===== config.mk =====
export PLATFORM = sky130hd
export DESIGN_NAME = pause_dim_ctrl
export DESIGN_NICKNAME = d
export VERILOG_FILES = /design/src/rtl/pause_dim_ctrl.sv
export SDC_FILE = /design/constraint.sdc
export NUM_CORES = 1
export LEC_CHECK = 0
export CAP_MARGIN = 25
export CORE_UTILIZATION = 30
export CTS_CLUSTER_SIZE = 16
export DETAILED_ROUTE_END_ITERATION = 16
export PLACE_DENSITY = 0.48
export RECOVER_POWER = 100
export SETUP_SLACK_MARGIN = 0.15
export SLEW_MARGIN = 0
export SYNTH_ARGS = -nofsm -noshare
export SYNTH_HDL_FRONTEND = slang
export SYNTH_SLANG_ARGS = --single-unit

===== constraint.sdc =====
create_clock -name clk_sys -period 3.5 [get_ports clk_sys]
set_clock_uncertainty 0.1 [all_clocks]
set_input_delay 0.35 -clock clk_sys [delete_from_list [all_inputs] [get_ports clk_sys]]
set_output_delay 0.35 -clock clk_sys [all_outputs]
set_load 0.005 [all_outputs]

===== src/rtl/pause_dim_ctrl.sv =====
// User pause with frame-aligned entry/exit, external pause requests
// and a long-pause screen dimmer on the pixel path.
module pause_dim_ctrl #(
  parameter int NREQ        = 2,
  parameter int RW          = 3,
  parameter int GW          = 3,
  parameter int BW          = 2,
  parameter int DIM_CYCLES  = 480_000_000,
  parameter int DIM_SHIFT   = 1,
  parameter int FRAME_ALIGN = 1
) (
  input  logic                  clk_sys,
  input  logic                  reset,
  input  logic                  pause_btn,
  input  logic [NREQ-1:0]       req,
  input  logic                  vblank,
  input  logic [RW+GW+BW-1:0]   rgb_in,
  output logic [RW+GW+BW-1:0]   rgb_out,
  output logic                  pause,
  output logic                  user_paused,
  output logic                  dimmed
);

  localparam int TW = $clog2(DIM_CYCLES + 1);
  localparam logic [TW-1:0] DIM_MAX = TW'(DIM_CYCLES);
  localparam bit ALIGN = (FRAME_ALIGN != 0);

  typedef enum logic [1:0] {
    RUN,
    PAUSE_PEND,
    PAUSED,
    RESUME_PEND
  } state_t;

  state_t state;
  state_t state_nx;

  logic btn_q;
  logic vb_q;
  logic btn_edge;
  logic vb_edge;
  logic held;

  logic [TW-1:0] timer;
  logic [TW-1:0] timer_nx;

  logic [RW-1:0] r_dim;
  logic [GW-1:0] g_dim;
  logic [BW-1:0] b_dim;

  assign btn_edge = pause_btn & ~btn_q;
  assign vb_edge  = vblank & ~vb_q;
  assign held     = (state == PAUSED) || (state == RESUME_PEND);

  // A button edge always wins, so a coincident vblank edge is ignored.
  always_comb begin
    state_nx = state;
    unique case (state)
      RUN: begin
        if (btn_edge) state_nx = ALIGN ? PAUSE_PEND : PAUSED;
      end
      PAUSE_PEND: begin
        if (btn_edge)     state_nx = RUN;
        else if (vb_edge) state_nx = PAUSED;
      end
      PAUSED: begin
        if (btn_edge) state_nx = ALIGN ? RESUME_PEND : RUN;
      end
      RESUME_PEND: begin
        if (btn_edge)     state_nx = PAUSED;
        else if (vb_edge) state_nx = RUN;
      end
    endcase
  end

  always_comb begin
    timer_nx = '0;
    unique case (state)
      PAUSED: begin
        if (timer == DIM_MAX) timer_nx = timer;
        else                  timer_nx = timer + TW'(1);
      end
      RESUME_PEND: timer_nx = timer;
      default:     timer_nx = '0;
    endcase
    // Every fresh entry into PAUSED restarts the dim countdown.
    if (state_nx == PAUSED && state != PAUSED) timer_nx = '0;
  end

  always_comb begin
    r_dim = rgb_in[RW-1:0] >> DIM_SHIFT;
    g_dim = rgb_in[RW +: GW] >> DIM_SHIFT;
    b_dim = rgb_in[RW+GW +: BW] >> DIM_SHIFT;
  end

  always_ff @(posedge clk_sys) begin
    if (reset) begin
      state       <= RUN;
      timer       <= '0;
      btn_q       <= 1'b1;
      vb_q        <= 1'b1;
      pause       <= 1'b0;
      user_paused <= 1'b0;
      dimmed      <= 1'b0;
      rgb_out     <= '0;
    end else begin
      btn_q       <= pause_btn;
      vb_q        <= vblank;
      state       <= state_nx;
      timer       <= timer_nx;
      pause       <= held | (|req);
      user_paused <= (state_nx == PAUSED) || (state_nx == RESUME_PEND);
      dimmed      <= held && (timer == DIM_MAX);
      rgb_out     <= dimmed ? {b_dim, g_dim, r_dim} : rgb_in;
    end
  end

endmodule


==> flow_metrics.env, run 1 <==
export IMPL_io_buffers=24
export IMPL_cts_made_buffers=5
export IMPL_antennaDiodeCount=0
export IMPL_cts_resized=0
export IMPL_cts_tree="built"
export IMPL_maxCapViolations=0
export IMPL_yosysTopAreaCellShare_pct=47.0
export IMPL_fmax_ghz=0.387
export IMPL_fin_worst_hold_slack_ns=0.389
export IMPL_ys_seq_elements=44
export IMPL_vias_per_cell=4.80
export IMPL_worstPathRequired_ns=3.56
export IMPL_worstPathArrival_ns=2.64
export IMPL_synth_edf_count=0
export IMPL_num_rows=28
export IMPL_setup_worst_path_end_class="register"
export IMPL_vdd_drop_max_v=0.000171
export IMPL_track_usage_pct=12.7
export IMPL_antenna_found_initial=0
export IMPL_layout_drive_gt1_share_pct=7.76
export IMPL_place_inst=299
export IMPL_post_route_period_util_pct=73.9
export IMPL_fin_setup_tns_ns=0
export IMPL_cpPeakStageDelay_ns=0.70
export IMPL_die_area_um2=6560
export IMPL_clk_latency_ns=0.29
export IMPL_overflow=0
export IMPL_worst_pin_slew_ns=0.924
export IMPL_hold_class="reg -> reg"
export IMPL_drc=0
export IMPL_yosysWarnings=0
export IMPL_netlist_top_cells_count="dfxtp_1, nor2_1, xor2_1, nand3_1"
export IMPL_setup_viol=0
export IMPL_ys_seq_area_share_pct=47.0
export IMPL_gp_congestion=0.694
export IMPL_worst_setup_path_type="reg -> reg"
export IMPL_worst_slack_ns=0.915
export IMPL_power_density_nw_per_um2=409
export IMPL_netlist_cell_type_count=38
export IMPL_cts_sinks=44
export IMPL_vias=1473
export IMPL_nFillCells=633
export IMPL_die_w_um=81.0
export IMPL_grt_pass1_vias=1357
export IMPL_cts_hold_buf=0
export IMPL_leakagePower_nw=0.763
export IMPL_dp_slack_ns=0.992
export IMPL_drt_first_pass_iters=4
export IMPL_startpoint_type="register"
export IMPL_num_io_pins=25
export IMPL_worstPathMaxFanout=6
export IMPL_slowest_stage="o31ai_1"
export IMPL_nets=247
export IMPL_htree_num_levels=2
export IMPL_cp_common_cell="or4_1"
export IMPL_die_y_um=81.0
export IMPL_start_util_pct=31.4
export IMPL_async_flop_share_pct=0
export IMPL_synth_fp_nets=221
export IMPL_netlist_top_cells_area="dfxtp_1, xor2_1, nor2_1"
export IMPL_clock_path_buffers=2
export IMPL_yosysMostFrequentCell="dfxtp_1"
export IMPL_synthCells=205
export IMPL_routed_wirelength_mm=3.81
export IMPL_ys_flop_type="dfxtp_1"
export IMPL_coreArea_um2=5960
export IMPL_hold_viol=0
export IMPL_outcome="complete, no violations"
export IMPL_grt_pass1_wl_mm=6.37
export IMPL_place_hpwl_mm=2.57
export IMPL_fin_cells=307
export IMPL_clk_pin_slew_ns=0.09
export IMPL_synth_largest_area_cell="dfxtp_1"
export IMPL_ant_nets=0
export IMPL_wl_per_cell_um=12.4
export IMPL_syn_cell_area_um2=1870
export IMPL_max_slew_margin_rel_pct=38.4
export IMPL_rsz0062_at_grt="false"
export IMPL_grt_max_degree=29
export IMPL_slew_violations=0
export IMPL_cts_root_buf="clkbuf_8"
export IMPL_avgSynthCellArea_um2=9.14
export IMPL_area_delta_synth_final_pct=22.4
export IMPL_cts_setup_buffers=0
export IMPL_dr_first_iter_drc_count=55
export IMPL_period_needed_ns=2.59
export IMPL_path_cells="or4_1, or4_1, o31ai_1, mux2i_1, nor2_1"
==> critical path: cells and delay by family, from the launching register on <==
family,cells,cell delay (ns)
muxes,1,0.26
and+or+nand+nor,3,1.02
DFF,1,0.36
AOI/OAI and AO/OA,1,0.70
==> area by class of cell <==
class	count	area (um2)	area share, %
sequential	44	881	38.4
tap	75	93.8	4.09
inverter	4	15.0	0.655
clock inverter	3	42.5	1.85
multi-input combinational	150	937	40.9
timing repair buffer	26	255	11.1
clock buffer	5	68.8	3.00
==> cells by family (layout without fill, tap and decap cells) <==
group	Yosys count	in the layout	synth area share, %
AND/OR/NAND/NOR	99	99	27.9
XOR/XNOR	22	22	10.3
adder cells (fa/ha/maj)	2	2	1.34
flip-flops	44	44	47.0
multiplexers	7	7	3.74
buffers and inverters	11	38	2.34
AO/OA/AOI/OAI	20	20	7.41
==> cell usage in the layout, fill, tap and decap left out, types with 2 or more instances in the layout <==
master | Yosys | routed
dfxtp_1 | 44 | 44
nor2_1 | 34 | 34
xor2_1 | 19 | 19
dlygate4sd3_1 | 0 | 13
nand3_1 | 12 | 12
nand2_1 | 11 | 11
nand4_1 | 11 | 11
clkdlybuf4s50_1 | 0 | 11
a21oi_1 | 9 | 9
mux2i_1 | 7 | 7
o21ai_0 | 5 | 5
clkbuf_8 | 0 | 5
inv_1 | 4 | 4
or3_1 | 3 | 3
xnor2_1 | 3 | 3
or4_1 | 2 | 3
and2_1 | 4 | 2
nor2b_1 | 2 | 2
nor3_1 | 2 | 2
and4_1 | 2 | 2
and3_1 | 2 | 2
nand2b_1 | 2 | 2
nor3b_1 | 2 | 2
and2_0 | 0 | 2
nor4_1 | 2 | 2
or2_2 | 2 | 2
o31ai_1 | 1 | 2
ha_1 | 2 | 2
buf_4 | 0 | 2
==> flip-flops by register name, indices dropped and copies added (netlist names) <==
register	flops
btn_q	1
dimmed	1
rgb_out	8
user_paused	1
vb_q	1
pause	1
state	2
timer	29
==> power by group <==
part           leakage (nW)  internal [mW]  switching [mW]
clock                0.0541          0.211           0.179
sequential            0.358          0.508         0.00265
combinational         0.351         0.0253          0.0134
==> worst paths after layout <==
path | from | endpoint | slack, ns | depth (start not counted)
min reg2reg | timer[28] | timer[28] | 0.39 | 2
max reg2reg | timer[5] | timer[1] | 0.91 | 5
min | timer[28] | timer[28] | 0.39 | 2
max | timer[5] | timer[1] | 0.91 | 5
==> stage by stage <==
| step | total power, mW | area [um2] | utilization [%] |
|---|---|---|---|
| 2_1_floorplan | 0.536 | 1870 | - |
| 3_3_place_gp | 0.566 | 2200 | 36.9 |
| 3_5_place_dp | 0.565 | 2200 | 36.9 |
| 4_1_cts | 0.957 | 2310 | 38.8 |
| 5_1_grt | 0.981 | 2290 | 38.5 |
| 6_report | 0.939 | 2290 | 38.5 |
==> layer usage <==
metal / vias up / global-route usage (%) / wire length [um]
met5: - / 0 / 0
met4: 0 / 5.36 / 48
met3: 6 / 3.37 / 177
met2: 30 / 19.7 / 1600
met1: 675 / 16.5 / 1980
li1: 762 / - / -
No activity file was read; power rests on OpenSTA's default activity.
==> inputs of run 2 (changes only) <==
- PLACE_DENSITY: 0.48 -> 0.49
- clock period: 3.5 -> 2.3 ns (I/O delays scaled with it)
==> run 2 against run 1 <==
Power grew 43%. Sequential power increased by 52%. Global-route usage up 0.30 points. Via count increased by 0.41%. Non-clock buffer count is 11 higher. Die area unchanged. Final area increased by 2.4%. Critical path depth did not move. Final cell count grew 3.6%. Clock power is 30% higher. First-iteration DRC count down 24%. Highest routed layer unchanged.
==> flow_metrics.env, run 2 (same netlist as run 1, synthesis figures left out) <==
export IMPL_outcome="complete, no violations"
export IMPL_path_cells="or4_1, or4_1, o31ai_4, mux2i_1, nor2_1"
export IMPL_vias=1479
export IMPL_worstPathRequired_ns=2.37
export IMPL_routed_wirelength_mm=3.89
export IMPL_antenna_found_initial=0
export IMPL_vias_per_cell=4.65
export IMPL_wl_per_cell_um=12.2
export IMPL_die_area_um2=6560
export IMPL_final_seq_area_um2=882
export IMPL_p_sw_mw=0.288
export IMPL_nets=258
export IMPL_start_util_pct=31.4
export IMPL_critPathBufInv=0
export IMPL_dr_first_iter_drc_count=42
export IMPL_startpoint="timer[5]"
export IMPL_top_register="timer"
export IMPL_htree_num_levels=2
export IMPL_power_density_nw_per_um2=573
export IMPL_startpoint_type="register"
export IMPL_overflow=0
export IMPL_die_y_um=81.0
export IMPL_cts_hold_buf=0
export IMPL_cts_sinks=44
export IMPL_fin_worst_hold_slack_ns=0.394
export IMPL_ant_nets=0
export IMPL_cts_root_buf="clkbuf_8"
export IMPL_drt_first_pass_iters=4
export IMPL_fin_setup_tns_ns=0
export IMPL_r2r_start="timer[5]"
export IMPL_area_delta_synth_final_pct=25.4
export IMPL_num_io_pins=25
export IMPL_final_cell_mix="dfxtp_1, nor2_1, xor2_1"
export IMPL_cpPeakStageDelay_ns=0.51
export IMPL_critPathTopFamily="simple AND/OR/NAND/NOR gates"
export IMPL_setup_worst_path_end_class="register"
export IMPL_drt_met1_wl_mm=2.08
export IMPL_worst_pin_slew_ns=0.594
export IMPL_reg2reg_depth=5
export IMPL_final_common_cell="dfxtp_1"
export IMPL_grt_pass1_wl_mm=6.46
export IMPL_clk_latency_ns=0.29
export IMPL_drc=0
export IMPL_crit_cells=5
export IMPL_period_needed_ns=2.16
export IMPL_largest_reg_flops=29
export IMPL_die_w_um=81.0
export IMPL_layout_drive_gt1_share_pct=9.88
export IMPL_place_hpwl_mm=2.80
export IMPL_power_share_sequential_pct=57.7
export IMPL_maxCapViolations=0
export IMPL_reg2reg_slack_ns=0.14
export IMPL_wl_met2_mm=1.56
export IMPL_holdPathStages=2
export IMPL_setup_viol=0
export IMPL_vdd_drop_max_v=0.000225
export IMPL_num_rows=28
export IMPL_cp_common_cell="or4_1"
export IMPL_track_usage_pct=13.0
export IMPL_rsz0062_at_grt="true"
export IMPL_top_layer="met4"
export IMPL_worst_setup_path_type="reg -> reg"
export IMPL_antennaDiodeCount=0
export IMPL_leakagePower_nw=0.789
export IMPL_grt_max_degree=14
export IMPL_clk_pin_slew_ns=0.08
export IMPL_hold_class="reg -> reg"
export IMPL_fmax_ghz=0.464
export IMPL_dr_wl_met3_um=188
export IMPL_max_slew_margin_rel_pct=60.4
export IMPL_p_int_mw=1.06
export IMPL_crit_end="timer[1]"
export IMPL_hold_viol=0
export IMPL_clock_path_buffers=2
export IMPL_post_route_period_util_pct=93.7
export IMPL_slew_violations=0
export IMPL_grt_pass1_vias=1368
export IMPL_switching_share_pct=21.4
export IMPL_coreArea_um2=5960
export IMPL_cts_made_buffers=5
export IMPL_multi_input_area_um2=951
export IMPL_worstPathArrival_ns=2.22
export IMPL_combPwrFrac_pct=4.7
export IMPL_rr_endpoint="timer[1]"
export IMPL_pwr_share_clk_pct=37.6
export IMPL_nFillCells=611
export IMPL_worstPathMaxFanout=6
export IMPL_io_buffers=24
export IMPL_cts_tree="built"
export IMPL_largestRegisters="timer (29), rgb_out (8), state (2)"
export IMPL_gp_congestion=0.727
export IMPL_slowest_stage="or4_1"
==> run 2: worst reg2reg max path, stage by stage, from the launching register on <==
cell	delay, ns
dfxtp_2	0.35
or4_1	0.51
or4_1	0.48
o31ai_4	0.32
mux2i_1	0.22
nor2_1	0.05
==> run 2: worst min path at each step <==
| stage | start | endpoint | slack, ns |
|---|---|---|---|
| after floorplan | reset | vb_q | 0.23 |
| after global placement | timer[28] | timer[28] | 0.37 |
| after detailed placement | timer[28] | timer[28] | 0.38 |
| after CTS | timer[28] | timer[28] | 0.39 |
| after global routing | timer[22] | timer[22] | 0.41 |
| final | timer[28] | timer[28] | 0.39 |
==> run 2: power by group through the flow <==
stage	logic, mW	clock network (mW)	registers [mW]
global route	0.0699	0.553	0.778
finish	0.0628	0.506	0.776
detailed placement	0.0684	0	0.795
floorplan	0.0202	0	0.796
global placement	0.0688	0	0.795
CTS	0.0690	0.530	0.777
==> run 2: layout make-up <==
type,instances,share of cell area (%)
Sequential cell,44,37.6
Tap cell,75,4.00
Inverter,4,0.639
Multi-Input combinational cell,150,40.5
Clock inverter,1,0.320
Timing Repair Buffer,37,13.3
Clock buffer,7,3.68
==> run 2: timing repair <==
action | CTS | global route
resized for setup | 0 | 3
setup endpoints to repair | 1 | 5
setup buffers | 0 | 1
pin swaps | 1 | 1
endpoints found under the hold margin | 0 | 0
==> run 2: per-stage QoR <==
stage                     total power, mW  worst slack [ns]  cells  area (um2)  utilization [%]
final                                1.35             0.145    318        2350             39.4
after global routing                 1.40            0.0581    318        2350             39.4
after CTS                            1.38             0.189    317        2380             40.0
after detailed placement            0.864             0.159    309        2290             38.4
after global placement              0.864             0.160    309        2290             38.4
after floorplan                     0.816             0.233    205        1870                -
==> run 2: layer usage <==
| metal | up-vias | GRT usage [%] |
|---|---|---|
| li1 | 785 | - |
| met1 | 664 | 16.9 |
| met2 | 25 | 20.4 |
| met3 | 5 | 3.60 |
| met4 | 0 | 4.82 |
| met5 | - | 0 |
